**src/rtl/mem_arbiter.sv**
```systemverilog
// mem_arbiter: serialises instruction/data requests onto a single-ported RAM.
// Data accesses beat instruction fetch; write beats read.
// Ports: CLK/nRST (async active-low reset); iRen/dRen/dWen request strobes with
// iaddr/daddr/dstore; iHit/dHit one-cycle completion pulses with iload/dload;
// ramREN/ramWEN/ramaddr/ramstore RAM drive, ramload/ramstate RAM response;
// err sticky error flag (RAM ERROR or wait timeout).
// Optional MEM_ARB_STATS_EN adds icount/dcount 32-bit hit counters.
module mem_arbiter #(
  parameter int ADDR_W   = 32,
  parameter int DATA_W   = 32,
  parameter int MAX_WAIT = 15
) (
  input  logic              CLK,
  input  logic              nRST,
  input  logic              iRen,
  input  logic              dRen,
  input  logic              dWen,
  input  logic [ADDR_W-1:0] iaddr,
  input  logic [ADDR_W-1:0] daddr,
  input  logic [DATA_W-1:0] dstore,
  output logic              iHit,
  output logic              dHit,
  output logic [DATA_W-1:0] iload,
  output logic [DATA_W-1:0] dload,
  output logic              ramREN,
  output logic              ramWEN,
  output logic [ADDR_W-1:0] ramaddr,
  output logic [DATA_W-1:0] ramstore,
  input  logic [DATA_W-1:0] ramload,
  input  logic [1:0]        ramstate,
  output logic              err
`ifdef MEM_ARB_STATS_EN
  ,
  output logic [31:0]       icount,
  output logic [31:0]       dcount
`endif
);
  typedef enum logic [1:0] {IDLE, IREAD, DREAD, DWRITE} state_t;
  localparam logic [1:0] ACCESS = 2'd2;
  localparam logic [1:0] ERROR  = 2'd3;
  localparam logic [7:0] MAX_W  = 8'(MAX_WAIT);
  state_t     state_q, state_d;
  logic [7:0] cnt_q, cnt_d;
  logic       err_q, err_d;
  logic       acc, own, done, fault, hold;
  // own: the request that started the current access is still asserted;
  // dropping it aborts the access without a hit or error.
  always_comb begin
    acc     = state_q != IDLE;
    own     = (state_q == IREAD && iRen) || (state_q == DREAD && dRen) || (state_q == DWRITE && dWen);
    done    = own && ramstate == ACCESS;
    fault   = own && (ramstate == ERROR || (!ramstate[1] && cnt_q == MAX_W));
    hold    = own && !ramstate[1] && cnt_q != MAX_W;
    state_d = !acc ? (dWen ? DWRITE : dRen ? DREAD : iRen ? IREAD : IDLE) : hold ? state_q : IDLE;
    cnt_d   = hold ? cnt_q + 8'd1 : 8'd0;
    err_d   = err_q | fault;
  end
  always_ff @(posedge CLK or negedge nRST) begin
    if (!nRST) begin
      state_q <= IDLE;
      cnt_q   <= 8'd0;
      err_q   <= 1'b0;
    end else begin
      state_q <= state_d;
      cnt_q   <= cnt_d;
      err_q   <= err_d;
    end
  end
  assign iHit     = done && state_q == IREAD;
  assign dHit     = done && state_q != IREAD;
  assign iload    = iHit ? ramload : '0;
  assign dload    = dHit && state_q == DREAD ? ramload : '0;
  assign ramREN   = state_q == IREAD || state_q == DREAD;
  assign ramWEN   = state_q == DWRITE;
  assign ramaddr  = state_q == IREAD ? iaddr : acc ? daddr : '0;
  assign ramstore = state_q == DWRITE ? dstore : '0;
  assign err      = err_q;
`ifdef MEM_ARB_STATS_EN
  logic [31:0] icount_q, dcount_q;
  always_ff @(posedge CLK or negedge nRST) begin
    if (!nRST) begin
      icount_q <= 32'd0;
      dcount_q <= 32'd0;
    end else begin
      icount_q <= icount_q + 32'(iHit);
      dcount_q <= dcount_q + 32'(dHit);
    end
  end
  assign icount = icount_q;
  assign dcount = dcount_q;
`endif
endmodule

```
**config.mk**
```make
export PLATFORM = sky130hd
export DESIGN_NAME = mem_arbiter
export DESIGN_NICKNAME = d
export VERILOG_FILES = /design/src/rtl/mem_arbiter.sv
export SDC_FILE = /design/constraint.sdc
export NUM_CORES = 1
export LEC_CHECK = 0
export ABC_AREA = 0
export CORE_AREA = 5 5 101 103
export DETAILED_ROUTE_END_ITERATION = 6
export DIE_AREA = 0 0 106 108
export PLACE_DENSITY = 0.8
export SETUP_SLACK_MARGIN = 0.2
export SLEW_MARGIN = 20
export SYNTH_ARGS = -nofsm -noshare
export SYNTH_HDL_FRONTEND = slang
export SYNTH_SLANG_ARGS = --single-unit
```
**constraint.sdc**
```tcl
create_clock -name CLK -period 2.7 [get_ports CLK]
set_input_delay 0.675 -clock CLK [delete_from_list [all_inputs] [get_ports CLK]]
set_output_delay 0.675 -clock CLK [all_outputs]
set_load 0.005 [all_outputs]
```
==> reports/results.ini <==
[routing]
wl_per_cell_um=18.2
drc=0
ant_nets=0
drt_iter0_markers=100
route.vias.total=2804
totalWireLength_um=11300
vias_per_cell=4.54
firstDrtPassIters=5

[logic_synthesis]
syn_inst=208
synth_top_cells_by_count=and2_1 (45), and3_1 (33), a22o_1 (31)
yosysSeqAreaShare_pct=16.8
ys_async_sr_fraction_pct=100
synth_edf_count=0
synthesis.nets=348
yosysMostFrequentCell=and2_1
synth_top_area_share_pct=17.2
synthFlopType=dfrtp_1
synthTopCellsByArea=and2_1 (17%), dfrtp_1 (17%), a22o_1 (17%)
netlist_area_um2=1630
synth_cell_types=29
synth-seq-cells=11
ys.warnings.count=0
avgSynthCellArea_um2=7.86
yosysTopAreaCell=and2_1

[timing]
fmax_mhz=347
period_share_pct=107
relSlewSlack_pct=67.2
fin_ws_ns=-0.184
report.final.slew_viol_count=0
rsz0062_at_grt=yes
hold_viol_final=0
tns_ns=-10.09
clock-skew-final_ns=0.00375
setup_viol=89
worst_pin_slew_ns=0.491
min_period_ns=2.88

[pwr]
powerDensity_nw_per_um2=572
p_leak_nw=2.25
ir_worst_vdd_v=0.000372

[global_route]
grt_pass1_vias=2836
grt_max_degree=35
grt_usage_pct=17.8
grt_pass1_wl_um=16300
overflow=0
antenna_found_initial=1

[die]
initial_core_util_pct=17.9
die_h_um=108
ioPinCount=268
dieArea_um2=11400
die_x_um=106
num_rows=35
core_area_um2=9110

[worst_setup_path]
critPathLaunchType=flip-flop
worstSetupPathType=flip-flop to primary output
crit_required_ns=2.03
cp_slowest_stage_delay_ns=0.42
crit_path_frequent_cell=buf_6
worst-path-max-fanout=7
worstPathBufferInverterCount=6
slowest_stage=dfrtp_1
path_cells=inv_2 -> ha_4 -> a222oi_1 -> buf_4 -> nor4b_4 -> buf_6 -> buf_6 -> buf_6 -> and3_4 -> buf_6
crit_family=buffers and inverters
cp.arrival_ns=2.21
cp-end-kind=primary output

[job]
cap_violations=0

[clocking]
cts_hold_buffers=0
cts_tree=yes
cts_sinks=11
cts_max_level=1
cts_buffers=3
clk_path_buf_depth=2
clk_pin_slew_ns=0.05
clk_latency_ns=0.23
cts-root-buf=clkbuf_8

[cells_and_area]
area_delta_synth_final_pct=215
finalInstanceArea_um2=5150
final_cells=617
drive_above_1_share_pct=35.0
nNetsFinal=646
final_util_pct=56.5

[place]
port_buffers=267
globalplace.congestion=0.766
placed_area_um2=4440
hpwl_um=8150
dp_slack_ns=-0.927
dpl.cell_count=576

[run_status]
status=finished with violations
violations=negative setup slack

[worst_hold_path]
hp-class=flip-flop to flip-flop

==> state kept, by name (all words and copies together), names as in the netlist <==
| name | cells |
|---|---|
| err | 1 |
| state_q | 2 |
| cnt_q | 8 |
==> cell families after synthesis <==
kind of cell | count (synthesis) | synth area share (%)
buffers and inverters | 25 | 7.66
AND/OR/NAND/NOR | 119 | 48.1
AO/OA/AOI/OAI | 45 | 22.0
XOR/XNOR | 3 | 1.61
adder cells (fa/ha/maj) | 5 | 3.83
flip-flops | 11 | 16.8
==> worst reg2reg max path, stage by stage, from the launching register on <==
cell      delay, ns
dfrtp_1        0.42
inv_2          0.08
ha_4           0.17
a222oi_1       0.39
buf_4          0.22
buf_4          0.11
buf_4          0.10
a211o_1        0.27
o31ai_1        0.11
==> cell type report <==
type | instances | area [um2]
Inverter | 5 | 18.8
Tap cell | 111 | 139
Clock buffer | 4 | 45.0
Multi-Input combinational cell | 176 | 1500
Fill cell | 809 | 3960
Antenna cell | 1 | 2.50
Sequential cell | 11 | 275
Timing Repair Buffer | 309 | 3170
==> what timing repair did <==
action,in CTS,in global routing
resized for setup,371,32
setup buffers,21,6
pin swaps,55,5
gates cloned,9,0
setup endpoints to repair,98,129
==> metal layers <==
metal	routed length [um]	share of wire [%]	track usage [%]
met1	4150	37	20.4
met2	6060	54	33.4
met3	925	8.2	4.84
met5	0	0	0
met4	117	1.0	3.33
==> through the flow <==
stage	total power [mW]	hold slack (ns)
finish	2.94	0.490
detailed placement	2.24	0.487
global route	3.12	0.517
CTS	2.87	0.494
global placement	2.21	0.473
floorplan	0.979	0.379
==> path summary, 6_finish.rpt <==
check | cells past startpoint | to | slack, ns | start
min in group asynchronous | 1 | cnt_q[1]$_DFF_PN0_ | 0.77 | nRST
max in group asynchronous | 1 | state_q[1]$_DFFE_PN0P_ | 1.59 | nRST
worst min register to register | 1 | cnt_q[0]$_DFF_PN0_ | 0.49 | cnt_q[0]$_DFF_PN0_
worst min-delay path | 1 | cnt_q[0]$_DFF_PN0_ | 0.49 | cnt_q[0]$_DFF_PN0_
worst max register to register | 8 | state_q[1]$_DFFE_PN0P_ | 0.71 | state_q[1]$_DFFE_PN0P_
worst max-delay path | 10 | dload[29] | -0.18 | state_q[1]$_DFFE_PN0P_
==> power by group <==
| group | leakage, nW | internal, mW | switching [mW] | total, mW |
|---|---|---|---|---|
| Combinational | 2.08 | 1.60 | 0.971 | 2.57 |
| Sequential | 0.145 | 0.186 | 0.0277 | 0.214 |
| Clock | 0.0228 | 0.103 | 0.0570 | 0.160 |
==> cells in the final DEF (no fill, tap or decap), types with 4 or more instances in the layout <==
cell type	count
and2_4	30
buf_4	16
clkdlybuf4s50_1	196
and3_1	9
o21ai_0	6
a22o_1	31
buf_2	10
and3_4	24
and4bb_4	4
dfrtp_1	11
and2_1	34
buf_6	76
nor2_1	5
Note: power is estimated with default switching activity, not from simulation.
==> patch 1, RTL diff (same flow settings) <==
Put a register stage on the output `dload`, with the module's reset. The value now appears one clock later. The other outputs are not delayed to match. Comments in the files are not updated.
--- a/src/rtl/mem_arbiter.sv
+++ b/src/rtl/mem_arbiter.sv
@@ -71,3 +71,9 @@
   assign iload    = iHit ? ramload : '0;
-  assign dload    = dHit && state_q == DREAD ? ramload : '0;
+  always_ff @(posedge CLK or negedge nRST) begin
+    if (!nRST) begin
+      dload <= '0;
+    end else begin
+      dload <= dHit && state_q == DREAD ? ramload : '0;
+    end
+  end
   assign ramREN   = state_q == IREAD || state_q == DREAD;
Formal check against the unedited RTL: not equivalent (Yosys sat finds a counterexample within 4 cycles, from zero or initial values and one cycle with nRST low).
==> patch 1 against the unedited design <==
- the flow still finishes with violations (setup timing)
- register-to-register slack lost 0.12 ns
- highest routed layer unchanged
- critical path depth shrank 1
- combinational power shrank 4%
- count of clock-buffer cells in the layout is 1 higher
- sequential cell count up 32
- design area increased by 12%
- final cell count rose by 5.0%
- routed wire length rose by 1.7%
- worst hold slack better by 0.016 ns
- area after synthesis up 49%
- worst setup slack gained 0.025 ns
- total power grew 25%
- sequential share of layout area increased by 13 points
==> patch 1: results (changes against the unedited design) <==
Status
  – Outcome: finished, violations left
  – Failing checks: setup timing

Pwr
  – Peak supply drop: 0.000446 V (+20%)
  – Total leakage power: 2.81 nW (+25%)
  – Switching power: 1.24 mW (+17%)

CTS
  – Clock Tree Buf Depth: 2 (unchanged)
  – Root buf cell: clkbuf_8
  – Clock Latency Late Sink: 0.30 ns (+0.07 ns)
  – CTS Buf Count: 5 (+2)
  – Worst-path clk slew: 0.09 ns (+0.04 ns)
  – H-tree depth: 2 (+1)

Timing
  – Setup violations, final: 33 (-63%)
  – Worst-margin pin slew: 0.937 ns (+0.447 ns)
  – Worst setup margin: -0.158 ns (+0.0255 ns)
  – Layout Skew: 0.00928 ns (+0.00552 ns)

Setup path
  – Flop-to-flop setup slack: 0.59 ns (-0.12 ns)
  – Crit path arrival time: 2.18 ns (-0.03 ns)
  – Worst Path Max Fanout: 5 (-2)
  – R2R depth: 9 (+1)
  – Slowest stage cell, crit path: dfrtp_1
  – Worst reg2reg startpoint: state_q[1]
  – Worst r2r dst: dload[0]
  – CP delay by family, top: buffers and inverters
  – Slowest stage delay, CP: 0.42 ns (about the same)

Logic synthesis
  – Synth Flop Type: dfrtp_1
  – Synth Net Count: 378 (+8.6%)
  – Most instantiated cells after synthesis: and2_1, dfrtp_1, and3_1
  – Seq/Total Area, Yosys: 44.3% (+27 points)
  – Largest cells by area after synthesis: dfrtp_1, and2_1, a22o_1
  – Post-synthesis cell type count: 28 (-3.4%)
  – Ys Warns: 0 (unchanged)
  – FFs w/ async S/R, synth: 100% (unchanged)

Detailed routing
  – 1st-iter DRT viols: 133 (+33%)
  – Vias/cell: 4.67 (+2.7%)
  – Detailed Routing Iterations Pass 1: 4 (-1)
  – Per-cell routed wire length: 17.7 µm (-3.1%)

Global route
  – Met3 Track Usage GR: 6.81% (+2.0 points)
  – Met2 Track Usage GR: 35.4% (+2.0 points)
  – Initial antenna violation count: 0 (-1)
  – Overall Global Routing Usage: 18.9% (+1.1 points)
  – Vias in the first global route: 3,214 (+13%)
  – M1 GR Usage: 20.1% (-0.27 points)
  – First-pass GRT wire length: 17,000 µm (+3.8%)
  – Largest net degree at the start of global routing: 44 (+26%)

Placement
  – RD Place Congestion: 0.691 (-9.9%)
  – Pre-CTS setup slack: -0.695 ns (+0.232 ns)
  – # port buffers: 267 (unchanged)
  – Dpl hpwl: 8440 µm (+3.5%)

Hold path
  – Hold Path Class: in2async

Finish
  – Biggest registers after layout: dload x32, cnt_q x8, state_q x2
  – # diodes: 0 (-1)
  – Layout net count: 676 (+4.6%)
  – Largest Register: dload
  – Share of post-route cells with drive strength above 1: 29.8% (-5.3 points)
  – Layout filler cell count: 771 (-4.7%)
[patch 1: cell count changes after synthesis]
cell / before / now
a22o_1: 31 / 32
dfrtp_1: 11 / 43
nand2_1: 3 / 2
nand2b_1: 1 / 0
o21ai_0: 6 / 5
[patch 1: cells by family (layout without fill, tap and decap cells)]
logic type	Yosys count	count (layout)	share of synthesized area, %
compound gates	45	45	14.9
xor+xnor	3	3	1.08
fa+ha+maj	5	5	2.58
buf+inv	25	322	5.15
flops	43	43	44.3
simple gates	117	119	31.9
[patch 1: worst max path at each step]
stage	slack, ns	end	start
global route	-0.24	iload[11]	state_q[1]
floorplan	0.21	iload[22]	state_q[1]
finish	-0.16	iload[11]	state_q[1]
global placement	-0.62	iload[24]	iRen
CTS	-0.16	iload[31]	state_q[1]
detailed placement	-0.69	iload[18]	dWen
[patch 1: stage by stage]
stage          power (mW)  cell area (µm²)  cells  TNS, ns  hold WS, ns
2_1_floorplan        1.49             2430    238        0        0.379
3_3_place_gp         2.74             5240    608   -20.70        0.470
3_5_place_dp         2.77             5240    608   -21.95        0.483
4_1_cts              3.62             5660    645    -3.81        0.494
5_1_grt              3.92             5750    648    -7.01        0.539
6_report             3.68             5750    648    -4.06        0.506
[patch 1: layer usage]
layer,part of all wire [%],vias up
li1,-,1438
met1,35,1394
met2,53,171
met3,10,20
met4,1.8,0
met5,0,-
[patch 1: area by class of cell]
| class | count | area (µm²) | area share (%) |
|---|---|---|---|
| inverter | 5 | 18.8 | 0.326 |
| timing repair buffer | 309 | 3050 | 53.1 |
| multi-input combinational | 172 | 1350 | 23.4 |
| clock buffer | 5 | 68.8 | 1.20 |
| sequential | 43 | 1080 | 18.7 |
| tap | 111 | 139 | 2.42 |
| clock inverter | 3 | 46.3 | 0.805 |
[patch 1: power groups by stage]
stage | Clock [mW] | Combinational [mW] | Sequential, mW
2_1_floorplan | 0 | 0.772 | 0.713
3_3_place_gp | 0 | 2.02 | 0.713
3_5_place_dp | 0 | 2.05 | 0.715
4_1_cts | 0.521 | 2.39 | 0.710
5_1_grt | 0.545 | 2.66 | 0.717
6_report | 0.510 | 2.46 | 0.713
[patch 1: timing repair]
item                                    4_1_cts  5_1_grt
setup buffers                                24        3
endpoints found under the setup margin       83       91
endpoints found under the hold margin         0        0
resized for setup                           331       26
gates cloned                                  5        0
pin swaps                                    47        9
==> patch 2, RTL diff (config.mk and constraints unchanged) <==
Without the edit above. The parameter `ADDR_W` goes from 32 to 48.
--- a/src/rtl/mem_arbiter.sv
+++ b/src/rtl/mem_arbiter.sv
@@ -8,3 +8,3 @@
 module mem_arbiter #(
-  parameter int ADDR_W   = 32,
+  parameter int ADDR_W   = 48,
   parameter int DATA_W   = 32,
Ports: changed (resized daddr, iaddr and ramaddr); port bits go from 268 to 316. The function was not compared with the original's and may differ.
==> patch 2 against the unedited design <==
- the flow still finishes with violations (setup timing)
- total power rose by 20%
- area after synthesis rose by 9.5%
- worst setup slack got worse by 0.013 ns
- design area rose by 6.9%
- synthesized cell count rose by 9.6%
- sequential cell count did not move
- sequential share of layout area fell by 0.35 points
- routed wire length rose by 18%
- fmax fell by 0.44%
- count of clock-buffer cells in the layout did not move
- critical path type is now in2out
- largest cell class unchanged
- largest power group unchanged
- highest routed layer unchanged
==> patch 2: results (changes against the unedited design) <==
Finish
  – Share of post-route cells with drive strength above 1: 26.8% (-8.2 points)
  – # diodes: 0 (-1)
  – Non-filler cells, final: 685 (+11%)
  – Layout net count: 747 (+16%)

Placement
  – # port buffers: 315 (+18%)
  – Dpl hpwl: 10,100 µm (+23%)
  – DP Area: 0.00510 mm² (+15%)
  – RD Place Congestion: 0.845 (+10%)
  – Placed insts: 644 (+12%)

Setup path
  – Slowest stage delay, CP: 0.34 ns (-0.08 ns)
  – Worst reg2reg startpoint: state_q[0]
  – Slowest stage cell, crit path: a222oi_1
  – Flop-to-flop setup slack: 0.79 ns (+0.08 ns)
  – Worst Path Max Fanout: 5 (-2)
  – Worst setup endpoint: iload[28]
  – CP startpoint: iRen

Timing
  – Setup TNS Final: -8.01 ns (+2.07 ns)
  – Rel. slew slack: 67.7% (+0.49 points)
  – Worst setup margin: -0.196 ns (-0.0129 ns)
  – Setup violations, final: 91 (+2.2%)

Logic synthesis
  – Synth Area in Compound Gates: 27.9% (+5.9 points)
  – Seq/Total Area, Yosys: 15.4% (-1.5 points)
  – Synth Net Count: 400 (+15%)
  – Avg Cell Area, Syn: 7.85 µm² (-0.11%)
  – Most instantiated cells after synthesis: a22o_1, and2_1, and3_1
  – Post-synthesis cell type count: 30 (+3.4%)
  – Synth Area in XOR/XNOR: 1.47% (-0.14 points)
  – Adder-cell share of the synthesized area: 3.50% (-0.33 points)

Status
  – Outcome: finished, violations left
  – Failing checks: setup timing

Global route
  – Largest net degree at the start of global routing: 34 (-2.9%)
  – First-pass GRT wire length: 18,500 µm (+13%)
  – Vias in the first global route: 3,277 (+16%)
  – Initial antenna violation count: 0 (-1)
  – Met2 Track Usage GR: 39.3% (+5.9 points)
  – Overall Global Routing Usage: 20.7% (+2.9 points)

CTS
  – # Post-CTS Setup Buffers: 16 (-24%)

Pwr
  – Peak supply drop: 0.000368 V (-1.0%)
  – Total leakage power: 2.62 nW (+16%)

Detailed routing
  – Met1 Wirelength: 5090 µm (+22%)
  – Routed wl met3: 1070 µm (+16%)
  – 1st-iter DRT viols: 137 (+37%)
[patch 2: cell count changes after synthesis, sizes merged]
cell	unedited run	this run
a22o	31	47
buf	5	9
[patch 2: through the flow]
step	setup slack (ns)	hold WS, ns
6_report	-0.196	0.482
3_3_place_gp	-0.598	0.469
3_5_place_dp	-0.644	0.476
5_1_grt	-0.323	0.503
2_1_floorplan	0.212	0.379
4_1_cts	-0.277	0.484
[patch 2: area by class of cell]
class | count | area (µm²)
inverters | 5 | 18.8
repair buffers | 362 | 3530
flip-flops and latches | 11 | 275
fillers | 791 | 3600
well taps | 111 | 139
multi-input cells | 192 | 1500
clock buffers | 4 | 45.0
[patch 2: power breakdown]
part           internal (mW)  switching (mW)  total [mW]
Sequential             0.186          0.0215       0.207
Combinational           1.96            1.21        3.17
Clock                  0.103          0.0578       0.161
Total                   2.25            1.29        3.54
